### src/rtl/saturn_debug_sequencer.sv
`default_nettype none
// ============================================================================
// Module   : saturn_debug_sequencer
// Purpose  : Opens debugger windows on decoded instructions (off / trace-all /
//            PC breakpoint / single-step). While a window is open the core
//            is stalled and the register file is dumped slot by slot through
//            a valid/ready handshake, then the core is released.
// Revision : 1.0 - initial release
// ============================================================================
module saturn_debug_sequencer #(
  parameter int NUM_REGS = 16,
  parameter int PC_WIDTH = 20
) (
  input  logic                i_clk,
  input  logic                i_reset,
  input  logic [3:0]          i_phases,
  input  logic                i_instr_decoded,
  input  logic [PC_WIDTH-1:0] i_pc,
  input  logic [1:0]          i_mode,
  input  logic [PC_WIDTH-1:0] i_bp_addr,
  input  logic                i_step_go,
  input  logic                i_dump_ready,
  output logic                o_debug_cycle,
  output logic                o_stall,
  output logic [3:0]          o_reg_sel,
  output logic                o_dump_valid,
  output logic [15:0]         o_hit_count
);

  localparam logic [3:0] LAST_SEL  = 4'(NUM_REGS - 1);
  localparam logic [1:0] MODE_OFF  = 2'd0;
  localparam logic [1:0] MODE_ALL  = 2'd1;
  localparam logic [1:0] MODE_BP   = 2'd2;
  localparam logic [1:0] MODE_STEP = 2'd3;

  typedef enum logic [1:0] {
    ST_IDLE      = 2'd0,
    ST_DUMP      = 2'd1,
    ST_WAIT_STEP = 2'd2,
    ST_RELEASE   = 2'd3
  } state_t;

  state_t      state_q, state_d;
  logic [1:0]  mode_q, mode_d;
  logic        armed_q, armed_d;
  logic        debug_q, debug_d;
  logic        stall_q, stall_d;
  logic        valid_q, valid_d;
  logic [3:0]  sel_q, sel_d;
  logic [15:0] hits_q, hits_d;

  logic        cond;
  logic        trigger;
  logic        rearm;

  // Only the phase-3 strobe matters here; the other phases are don't-care.
  logic        unused_phases;
  assign unused_phases = ^i_phases[2:0];

  // Trigger qualification for the currently selected mode.
  always_comb begin
    cond = 1'b0;
    case (i_mode)
      MODE_ALL, MODE_STEP: cond = 1'b1;
      MODE_BP:             cond = (i_pc == i_bp_addr);
      MODE_OFF:            cond = 1'b0;
      default:             cond = 1'b0;
    endcase
    trigger = (state_q == ST_IDLE) && armed_q && i_phases[3] && i_instr_decoded && cond;
    // A stalled phase-3 strobe stays high; rearming only after it drops stops
    // the same instruction from opening a second window.
    rearm   = ((state_q == ST_IDLE) || (state_q == ST_RELEASE)) && !i_phases[3];
  end

  // Next-state and next-output computation for the window sequencer.
  always_comb begin
    state_d = state_q;
    mode_d  = mode_q;
    armed_d = armed_q;
    debug_d = debug_q;
    stall_d = stall_q;
    valid_d = valid_q;
    sel_d   = sel_q;
    hits_d  = hits_q;

    if (rearm) begin
      armed_d = 1'b1;
    end

    case (state_q)
      ST_IDLE: begin
        if (trigger) begin
          state_d = ST_DUMP;
          mode_d  = i_mode;
          armed_d = 1'b0;
          hits_d  = hits_q + 16'd1;
          debug_d = 1'b1;
          stall_d = 1'b1;
          valid_d = 1'b1;
          sel_d   = 4'd0;
        end
      end
      ST_DUMP: begin
        if (i_dump_ready) begin
          if (sel_q == LAST_SEL) begin
            valid_d = 1'b0;
            if (mode_q == MODE_STEP) begin
              // Core stays frozen until the debugger steps it.
              state_d = ST_WAIT_STEP;
            end else begin
              state_d = ST_RELEASE;
              debug_d = 1'b0;
              stall_d = 1'b0;
              sel_d   = 4'd0;
            end
          end else begin
            sel_d = sel_q + 4'd1;
          end
        end
      end
      ST_WAIT_STEP: begin
        if (i_step_go) begin
          state_d = ST_RELEASE;
          debug_d = 1'b0;
          stall_d = 1'b0;
          sel_d   = 4'd0;
        end
      end
      ST_RELEASE: begin
        state_d = ST_IDLE;
      end
      default: begin
        state_d = ST_IDLE;
      end
    endcase
  end

  // State and registered outputs; reset aborts any open window.
  always_ff @(posedge i_clk) begin
    if (i_reset) begin
      state_q <= ST_IDLE;
      mode_q  <= MODE_OFF;
      armed_q <= 1'b1;
      debug_q <= 1'b0;
      stall_q <= 1'b0;
      valid_q <= 1'b0;
      sel_q   <= 4'd0;
      hits_q  <= 16'd0;
    end else begin
      state_q <= state_d;
      mode_q  <= mode_d;
      armed_q <= armed_d;
      debug_q <= debug_d;
      stall_q <= stall_d;
      valid_q <= valid_d;
      sel_q   <= sel_d;
      hits_q  <= hits_d;
    end
  end

  assign o_debug_cycle = debug_q;
  assign o_stall       = stall_q;
  assign o_dump_valid  = valid_q;
  assign o_reg_sel     = sel_q;
  assign o_hit_count   = hits_q;

endmodule
`default_nettype wire

### config.mk
export PLATFORM = sky130hd
export DESIGN_NAME = saturn_debug_sequencer
export DESIGN_NICKNAME = d
export VERILOG_FILES = /design/src/rtl/saturn_debug_sequencer.sv
export SDC_FILE = /design/constraint.sdc
export NUM_CORES = 1
export LEC_CHECK = 0
export ABC_CLOCK_PERIOD_IN_PS = 6400
export CORE_MARGIN = 3
export CORE_UTILIZATION = 45
export DETAILED_ROUTE_END_ITERATION = 16
export PLACE_DENSITY = 0.95
export SYNTH_ARGS = -nofsm -noshare
export SYNTH_HDL_FRONTEND = slang
export SYNTH_SLANG_ARGS = --single-unit
### constraint.sdc
create_clock -name i_clk -period 6.4 [get_ports i_clk]
set_clock_uncertainty 0.05 [all_clocks]
set_input_delay 1.6 -clock i_clk [delete_from_list [all_inputs] [get_ports i_clk]]
set_output_delay 1.6 -clock i_clk [all_outputs]
set_load 0.05 [all_outputs]
==> flow_metrics.py <==
metrics = {
    "grt": {
        "track_usage": 0.1952,
        "antenna_found_initial": 0,
        "overflow": 0,
        "grt_pass1_wl_um": 6851,
        "use_met2": 0.3532,
        "grt_pass1_vias": 1641,
        "use_met3": 0.03912,
        "busiest_layer": "met2",
        "grt_max_degree": 28,
        "grt_use_met1": 0.2222,
    },
    "clocking": {
        "clock-root-buffer": "clkbuf_4",
        "cts.sinks": 27,
        "cts_tree": "yes",
        "cts_resized": 0,
        "cts_made_buffers": 3,
        "htreeDepth": 1,
        "cts_setup_buffers": 0,
        "clk_latency_ns": 0.34,
        "path_clk_slew_ns": 0.15,
        "hold_buffers": 0,
        "clk_path_buf_depth": 2,
    },
    "placed_design": {
        "place.port_buffers": 70,
        "place_hpwl_um": 3194,
        "gp_congestion": 0.8851,
    },
    "pwr": {
        "comb_power_share": 0.401,
        "seq_power_share": 0.415,
        "p_leak_nw": 0.7951,
        "vdd_ir_drop_max_mv": 0.08848,
        "clock_power_share": 0.183,
        "switching_share": 0.3658,
        "intPower_mw": 0.2850,
        "power_density_mw_per_mm2": 188.5,
        "power_switching_mw": 0.1644,
    },
    "synth": {
        "ys_seq_area_frac": 0.3308,
        "ys_top_cells_by_area": "dfxtp_1 33%, xnor2_1 11%, a21oi_1 6.1%",
        "yosys_warnings": 0,
        "synthDistinctLibCells": 36,
        "synth-edff-count": 0,
        "synthCells": 193,
        "syn_nets": 250,
        "ys_ff_latch": 27,
        "yosys.area.top_type": "dfxtp_1",
        "synth_ff_type": "dfxtp_1",
        "synthDominantCellAreaShare": 0.3308,
        "synth_area_per_cell_sq_um": 8.467,
        "synthArstFlopShare": 0,
        "syn_area_sq_mm": 0.001634,
    },
    "floorplan": {
        "ios": 74,
        "dieArea_sq_mm": 0.004390,
        "die_y_um": 66.26,
        "rows": 21,
        "start_util": 0.4784,
        "die_x_um": 66.26,
        "core_area_sq_mm": 0.003416,
    },
    "finish": {
        "diodes": 0,
        "final_nets": 317,
        "final_common_cell": "clkdlybuf4s50_1",
        "final_cell_mix": "70 x clkdlybuf4s50_1, 27 x dfxtp_1, 20 x xnor2_1, 20 x a21oi_1, 19 x nand2_1",
        "synthToLayoutAreaGrowth_pct": 45.94,
        "drive_gt1_frac": 0.03861,
    },
    "detailed_routing": {
        "routed_wl_um": 4060,
        "ant_nets": 0,
        "post_drt_wl_per_cell_um": 13.31,
        "viasPerCell": 5.725,
        "vias": 1746,
        "drc_errors": 0,
        "drt-initial-drc-count": 131,
        "first_pass_iters": 4,
    },
    "timing": {
        "rsz0062_at_grt": "false",
        "final-setup-viol-count": 0,
        "hold_viol": 0,
        "timing.hold.ws_ns": 0.4385,
        "worstMarginPinSlew_ns": 0.8655,
        "tns_ns": 0,
        "drv_slew": 0,
        "slew_headroom": 0.4212,
        "max_freq_mhz": 266.5,
        "fin_crit_sh": 0.5862,
        "period_needed_ns": 3.752,
    },
    "worst_setup_path": {
        "cp_data_arrival_time_ns": 3.99,
        "path_class": "input port to flip-flop",
        "required_ns": 6.64,
        "cp_max_fo": 11,
        "worstSetupStartpointType": "input port",
        "cp-end-kind": "flip-flop",
    },
    "worst_hold_path": {
        "hold_path.class": "flip-flop to flip-flop",
    },
    "status": {
        "status": "finished clean",
    },
    "job": {
        "maxCapViolations": 0,
    },
}
power groups by stage:
stage	Sequential [mW]	Combinational (mW)	Clock, mW
final	0.187	0.180	0.0823
after global routing	0.188	0.197	0.0895
after CTS	0.186	0.179	0.0839
after detailed placement	0.190	0.179	0
after global placement	0.190	0.174	0
after floorplan	0.206	0.103	0
synthesized netlist by cell type (3+ instances only):
cell,count
a211o_1,3
a21oi_1,20
a32o_1,4
clkbuf_1,6
dfxtp_1,27
ha_1,6
inv_1,5
nand2_1,19
nand3_1,9
nand4_1,7
nor2_1,8
o21ai_0,8
o31ai_1,12
or3_1,5
or4_1,11
xnor2_1,20
per-stage QoR:
stage | total power, mW | utilization | worst slack [ns] | cell area (sq um) | cells
3_3_place_gp | 0.3634 | 0.6890 | 2.361 | 2354 | 301
2_1_floorplan | 0.3090 | - | 3.164 | 1634 | 193
3_5_place_dp | 0.3687 | 0.6890 | 2.312 | 2354 | 301
4_1_cts | 0.4495 | 0.6982 | 2.673 | 2385 | 305
6_report | 0.4494 | 0.6982 | 2.648 | 2385 | 305
5_1_grt | 0.4746 | 0.6982 | 2.495 | 2385 | 305
worst paths after layout:
| check | from | to | slack (ns) | cells past startpoint |
|---|---|---|---|---|
| setup / recovery | i_phases[3] | o_reg_sel[0] | 2.65 | 7 |
| hold / removal | o_dump_valid | o_dump_valid | 0.44 | 2 |
| setup reg to reg | state_q[0] | o_reg_sel[0] | 3.70 | 8 |
| hold reg to reg | o_dump_valid | o_dump_valid | 0.44 | 2 |
final cells by class:
cell class | instances | area (sq um)
Tap cell | 46 | 57.56
Fill cell | 245 | 1031
Inverter | 5 | 18.77
Timing Repair Buffer | 71 | 708.2
Multi-Input combinational cell | 152 | 1028
Sequential cell | 27 | 540.5
Clock buffer | 3 | 22.52
Clock inverter | 1 | 8.758
logic make-up after synthesis:
family / synth area share
DFF: 0.3308
buffers and inverters: 0.03981
and+or+nand+nor: 0.2558
adders and majority gates: 0.04594
AOI/OAI and AO/OA: 0.2029
muxes: 0.01225
xor gates and xnor gates: 0.1126
per-layer routing:
metal / wire [um] / vias up
met1: 1577 / 785
met4: 88 / 0
met3: 340 / 11
met2: 2054 / 92
li1: - / 858
met5: 0 / -
registers in the layout (all words and copies together) (netlist names):
signal and count:
mode_q 2, state_q 2, o_reg_sel 4, o_dump_valid 1, o_stall 1, o_hit_count 16, armed_q 1
critical path: stages:
cell	delay (ns)
clkdlybuf4s50_1	0.49
and4_1	0.25
nand4_2	0.11
nor4_4	0.37
a21oi_1	0.28
nor4_1	0.67
a32o_1	0.22
No activity file was read; power rests on OpenSTA's default activity.
